[src/rtl/logicnet_lut_pkg.sv]
// Shared definitions for the LogicNet truth-table neuron array:
// controller state encoding and default array geometry.
package logicnet_lut_pkg;

    localparam int unsigned DEF_NEURONS  = 4;
    localparam int unsigned DEF_IN_BITS  = 8;
    localparam int unsigned DEF_OUT_BITS = 1;

    typedef enum logic [1:0] {
        CFG   = 2'd0,
        RUN   = 2'd1,
        DRAIN = 2'd2
    } lut_state_t;

endpackage

[src/rtl/logicnet_lut_array_bank.sv]
// One neuron: a 2^IN_BITS-entry truth table with its write port
// and the stage-2 lookup register that feeds the array output.
module logicnet_lut_bank #(
    parameter int unsigned IN_BITS  = 8,
    parameter int unsigned OUT_BITS = 1
) (
    input  logic                clk,
    input  logic                rst,
    input  logic                we,
    input  logic [IN_BITS-1:0]  waddr,
    input  logic [OUT_BITS-1:0] wdata,
    input  logic                ld,
    input  logic [IN_BITS-1:0]  raddr,
    output logic [OUT_BITS-1:0] rdata
);

    localparam int unsigned DEPTH = 2 ** IN_BITS;

    logic [OUT_BITS-1:0] mem [DEPTH];

    // Table is register-based so reset can clear every entry.
    always_ff @(posedge clk or posedge rst) begin
        if (rst) begin
            for (int unsigned i = 0; i < DEPTH; i++) begin
                mem[i] <= '0;
            end
            rdata <= '0;
        end else begin
            if (we) begin
                mem[waddr] <= wdata;
            end
            if (ld) begin
                rdata <= mem[raddr];
            end
        end
    end

endmodule

[src/rtl/logicnet_lut_array.sv]
// Array of NEURONS independent truth-table neurons behind a two-stage
// valid/ready pipeline, with a CFG/RUN/DRAIN table-load controller.
module logicnet_lut_array
    import logicnet_lut_pkg::*;
#(
    parameter int unsigned NEURONS  = DEF_NEURONS,
    parameter int unsigned IN_BITS  = DEF_IN_BITS,
    parameter int unsigned OUT_BITS = DEF_OUT_BITS
) (
    input  logic                          clk,
    input  logic                          rst,
    input  logic                          cfg_we,
    input  logic [$clog2(NEURONS)-1:0]    cfg_neuron,
    input  logic [IN_BITS-1:0]            cfg_addr,
    input  logic [OUT_BITS-1:0]           cfg_data,
    input  logic                          cfg_commit,
    input  logic                          cfg_req,
    output logic                          cfg_ready,
    input  logic                          in_valid,
    output logic                          in_ready,
    input  logic [NEURONS*IN_BITS-1:0]    in_data,
    output logic                          out_valid,
    input  logic                          out_ready,
    output logic [NEURONS*OUT_BITS-1:0]   out_data
);

    localparam int unsigned NW = $clog2(NEURONS);
    localparam logic [NW:0] NLIM = (NW + 1)'(NEURONS);

    lut_state_t                  state;
    logic                        s1_valid;
    logic [NEURONS*IN_BITS-1:0]  s1_data;
    logic                        s2_valid;
    logic                        s2_load;
    logic                        accept;
    logic                        cfg_wr_ok;
    logic [OUT_BITS-1:0]         bank_q [NEURONS];

    // Stage 2 takes stage 1 whenever it is empty or its beat is leaving.
    assign s2_load   = s1_valid && (!s2_valid || out_ready);
    assign in_ready  = (state == RUN) && (!s1_valid || s2_load);
    assign accept    = in_valid && in_ready;
    assign cfg_ready = (state == CFG);
    assign out_valid = s2_valid;
    assign cfg_wr_ok = (state == CFG) && cfg_we && ({1'b0, cfg_neuron} < NLIM);

    always_ff @(posedge clk or posedge rst) begin
        if (rst) begin
            state    <= CFG;
            s1_valid <= 1'b0;
            s1_data  <= '0;
            s2_valid <= 1'b0;
        end else begin
            case (state)
                CFG:     if (cfg_commit) state <= RUN;
                RUN:     if (cfg_req) state <= DRAIN;
                DRAIN:   if (!s1_valid && !s2_valid) state <= CFG;
                default: state <= CFG;
            endcase

            if (accept) begin
                s1_valid <= 1'b1;
                s1_data  <= in_data;
            end else if (s2_load) begin
                s1_valid <= 1'b0;
            end

            if (s2_load) begin
                s2_valid <= 1'b1;
            end else if (out_ready) begin
                s2_valid <= 1'b0;
            end
        end
    end

    for (genvar n = 0; n < NEURONS; n++) begin : g_bank
        logicnet_lut_bank #(
            .IN_BITS  (IN_BITS),
            .OUT_BITS (OUT_BITS)
        ) u_bank (
            .clk   (clk),
            .rst   (rst),
            .we    (cfg_wr_ok && (cfg_neuron == NW'(n))),
            .waddr (cfg_addr),
            .wdata (cfg_data),
            .ld    (s2_load),
            .raddr (s1_data[n*IN_BITS +: IN_BITS]),
            .rdata (bank_q[n])
        );
    end

    always_comb begin
        out_data = '0;
        for (int unsigned n = 0; n < NEURONS; n++) begin
            out_data[n*OUT_BITS +: OUT_BITS] = bank_q[n];
        end
    end

endmodule

[config.mk]
export PLATFORM = sky130hd
export DESIGN_NAME = logicnet_lut_array
export DESIGN_NICKNAME = d
export VERILOG_FILES = /design/src/rtl/logicnet_lut_pkg.sv /design/src/rtl/logicnet_lut_array_bank.sv /design/src/rtl/logicnet_lut_array.sv
export SDC_FILE = /design/constraint.sdc
export NUM_CORES = 2
export LEC_CHECK = 0
export CAP_MARGIN = 25
export CELL_PAD_IN_SITES_DETAIL_PLACEMENT = 0
export CELL_PAD_IN_SITES_GLOBAL_PLACEMENT = 1
export CORE_MARGIN = 4
export CORE_UTILIZATION = 35
export CTS_CLUSTER_DIAMETER = 80
export CTS_CLUSTER_SIZE = 25
export DETAILED_ROUTE_END_ITERATION = 16
export PLACE_DENSITY_LB_ADDON = 0.1
export SYNTH_ARGS = -nofsm -noshare
export SYNTH_HDL_FRONTEND = slang
export SYNTH_SLANG_ARGS = --single-unit
[constraint.sdc]
create_clock -name clk -period 41.5 [get_ports clk]
set_input_delay 4.15 -clock clk [delete_from_list [all_inputs] [get_ports clk]]
set_output_delay 4.15 -clock clk [all_outputs]
set_load 0.03 [all_outputs]
==> impl_metrics.py <==
metrics = {
    "clock_network": {
        "tritoncts": "done",
        "clock_latency_ns": 0.71,
        "clkSinkCount": 1064,
        "cts.repair.resized": 0,
        "path_clk_slew_ns": 0.08,
        "cts_made_buffers": 76,
        "ctsLongestPathBuffers": 3,
        "root_buffer": "sky130_fd_sc_hd__clkbuf_16",
        "post-cts-setup-buffers": 0,
        "cts_hold_buffers": 0,
        "h_tree_depth": 3,
    },
    "worst_setup_path": {
        "crit_chain": "clkdlybuf4s50_1, nor2b_1, a21oi_1, clkdlybuf4s50_1",
        "critPathMaxFanout": 2,
        "worst-r2r-cell-count": 8,
        "critical_path_cell_count": 4,
        "timing.critical_path.from_type": "primary input",
        "crit_type": "primary input to output port",
        "r2r_setup_slack_ns": 37.83,
        "slowest_stage_cell_on_the_critical_path": "sky130_fd_sc_hd__clkdlybuf4s50_1",
        "critPathBufInv": 2,
        "worstReg2RegEnd": "g_bank[0].u_bank.rdata",
        "crit_arrival_ns": 5.64,
        "critical-path-max-stage-delay_ns": 0.71,
        "critPathRequiredTime_ns": 37.35,
        "critical-path-top-delay-family": "buffers and inverters",
        "crit_end": "in_ready",
        "crit_top_cell": "sky130_fd_sc_hd__clkdlybuf4s50_1",
        "worst_r2r_startpoint": "s1_data[0]",
        "setup_crit_end_kind": "output port",
        "timing.critical_path.from": "out_ready",
    },
    "run_status": {
        "outcome": "complete, no violations",
    },
    "global_routing": {
        "grt_max_degree": 224,
        "globalRouteOverflowTotal": 0,
        "grt_pass1_wl_mm": 262,
        "number_of_global_route_vias_before_repair": 37500,
        "grt_antenna_before_repair": 8,
        "grt.total_usage": 0.212,
    },
    "timing": {
        "timing.final.crit_share": 0.236,
        "unrepaired_setup_endpoints_after_global_routing": "false",
        "final.setup.tns_ns": 0,
        "maxSlewViolCount": 0,
        "slew_headroom": 0.254,
        "hold_violations": 0,
        "post_layout_minimum_cycle_time_ns": 9.79,
        "finClkSkew_ns": 0.0204,
        "fmaxAchievable_ghz": 0.102,
        "worst-slew-pin-transition_ns": 1.12,
        "finalSetupViolCount": 0,
    },
    "logic_synthesis": {
        "total_standard_cell_area_after_synthesis_mm2": 0.0548,
        "syn-mean-instance-area_um2": 12.2,
        "asyncSetResetFlopFracSynth": 1.00,
        "synth-seq-cells": 1064,
        "ys_warn_count": 0,
        "post_synth_num_cell_types": 61,
        "mappedNetlistNets": 4536,
        "synth_sequential_area_ratio": 0.486,
        "synth_top_flop_cell": "sky130_fd_sc_hd__dfrtp_1",
        "synthesis.instances": 4486,
        "synth_edf_count": 0,
    },
    "place": {
        "gp_routability_congestion": 0.709,
        "hpwl_mm": 93.5,
        "buffer_ports.inserted": 56,
    },
    "detailed_routing": {
        "final_antenna_net_count": 0,
        "detail_route.wirelength_mm": 174,
        "num_vias": 36100,
        "drc_errors": 0,
        "drt-wirelength-per-cell_um": 27.5,
        "avgViaCountPerCell": 5.71,
        "first_iter_violations": 2911,
        "first_pass_drt_iterations": 5,
    },
    "floorplan": {
        "io-pin-count": 57,
        "design.die.area_mm2": 0.163,
        "placement_rows": 144,
        "std_cell_core_area_mm2": 0.155,
        "dieHeight_um": 404,
        "dieWidth_um": 404,
        "floorplan.initialDensity": 0.354,
    },
    "min_path": {
        "whs_path_depth": 1,
        "min_path_type": "register to register",
    },
    "finish": {
        "multi_input_comb_area_mm2": 0.0263,
        "final_layout_size_suffix_gt1_frac": 0.381,
        "final_nets": 4276,
        "mostFrequentLayoutCells": "sky130_fd_sc_hd__mux2_2 (1088), sky130_fd_sc_hd__dfrtp_1 (1055), sky130_fd_sc_hd__nand3_1 (500), sky130_fd_sc_hd__nor3_1 (473), sky130_fd_sc_hd__mux4_2 (226)",
        "ff_latch_area_mm2": 0.0267,
        "fillCellCount": 14600,
        "synthToLayoutAreaGrowth_pct": 9.46,
        "layout.cells.most_common": "sky130_fd_sc_hd__mux2_2",
    },
    "power_and_ir_drop": {
        "totalPowerFinal_mw": 2.61,
        "power.static_leakage_nw": 25.9,
        "power.density_cell_area_mw_per_mm2": 43.6,
        "ir_drop_mv": 0.0344,
    },
    "run": {
        "max_cap_viol_count": 0,
    },
}
-- layout make-up --
class	instances	share of cell area
Clock buffer	84	0.0336
Antenna cell	2	0.0000835
Clock inverter	54	0.0120
Timing Repair Buffer	173	0.0274
Inverter	15	0.00106
Multi-Input combinational cell	2896	0.438
Tap cell	2044	0.0427
Sequential cell	1064	0.445
-- cells in the mapped netlist (4+ instances only) --
master | instances | area, um2
sky130_fd_sc_hd__buf_6 | 5 | 56.3
sky130_fd_sc_hd__nor4b_1 | 4 | 35.0
sky130_fd_sc_hd__nor2_1 | 120 | 450
sky130_fd_sc_hd__mux4_1 | 15 | 394
sky130_fd_sc_hd__o211ai_1 | 16 | 120
sky130_fd_sc_hd__nor4_1 | 8 | 50.1
sky130_fd_sc_hd__and3_1 | 6 | 37.5
sky130_fd_sc_hd__nand4_1 | 17 | 106
sky130_fd_sc_hd__buf_4 | 20 | 150
sky130_fd_sc_hd__or3_1 | 4 | 25.0
sky130_fd_sc_hd__a211oi_1 | 11 | 82.6
sky130_fd_sc_hd__nor2b_1 | 25 | 156
sky130_fd_sc_hd__mux2_2 | 1088 | 12300
sky130_fd_sc_hd__nand2b_1 | 28 | 175
sky130_fd_sc_hd__a22o_1 | 4 | 35.0
sky130_fd_sc_hd__mux2i_1 | 59 | 591
sky130_fd_sc_hd__a221oi_1 | 5 | 43.8
sky130_fd_sc_hd__a31oi_1 | 12 | 75.1
sky130_fd_sc_hd__inv_1 | 11 | 41.3
sky130_fd_sc_hd__a311oi_1 | 4 | 35.0
sky130_fd_sc_hd__nand3b_1 | 4 | 30.0
sky130_fd_sc_hd__nand3_1 | 502 | 2510
sky130_fd_sc_hd__nand4b_1 | 6 | 52.6
sky130_fd_sc_hd__buf_1 | 35 | 131
sky130_fd_sc_hd__a21oi_1 | 16 | 80.1
sky130_fd_sc_hd__nor3_1 | 485 | 2430
sky130_fd_sc_hd__o21ai_0 | 18 | 90.1
sky130_fd_sc_hd__mux4_2 | 226 | 5090
sky130_fd_sc_hd__buf_2 | 33 | 165
sky130_fd_sc_hd__dfrtp_1 | 1064 | 26600
sky130_fd_sc_hd__nand2_1 | 150 | 563
sky130_fd_sc_hd__clkbuf_1 | 418 | 1570
sky130_fd_sc_hd__o22ai_1 | 11 | 68.8
sky130_fd_sc_hd__a22oi_1 | 16 | 120
-- layer usage --
| layer | routed length, um | global-route usage |
|---|---|---|
| met5 | 7 | 0 |
| met4 | 2430 | 0.0387 |
| met3 | 7560 | 0.0325 |
| met2 | 79100 | 0.328 |
| met1 | 85200 | 0.317 |
-- flip-flops by register name, summed over array words and instances (netlist names) --
register             cells
g_bank.u_bank.rdata      4
s1_valid                 1
out_valid                1
s1_data                 32
state                    2
g_bank.u_bank.mem     1024
-- worst min path at each step --
stage	start	to	slack, ns
finish	state[1]	state[0]	0.48
global route	g_bank[2].u_bank.mem[205]	g_bank[2].u_bank.mem[205]	0.51
CTS	state[1]	state[0]	0.49
detailed placement	g_bank[2].u_bank.mem[230]	g_bank[2].u_bank.mem[230]	0.49
global placement	state[1]	state[0]	0.47
floorplan	state[1]	state[0]	0.44
-- kinds of logic (layout without fill, tap and decap cells) --
kind of cell / Yosys count / in the layout / share of synthesized area
mux: 1388 / 1388 / 0.335
other cells: 0 / 2 / 0
flops: 1064 / 1064 / 0.486
compound gates: 138 / 138 / 0.0178
simple gates: 1370 / 1370 / 0.122
buf+inv: 526 / 326 / 0.0389
-- through the flow --
stage               setup WS [ns]  area, um2  utilization  hold WS, ns  instances
floorplan                    7.40      54800            -        0.439       4486
CTS                         31.69      59800        0.386        0.493       6325
global placement            31.69      57000        0.368        0.470       6183
finish                      31.71      59900        0.387        0.484       6332
detailed placement          31.70      57100        0.369        0.487       6187
global route                31.63      59900        0.387        0.514       6330
-- where the power goes --
group	switching [mW]	leakage, nW	internal (mW)
registers	0.115	14.8	1.07
logic	0.363	9.86	0.212
clock network	0.445	1.32	0.411
total	0.922	25.9	1.69
Note: power is estimated with default switching activity, not from simulation.
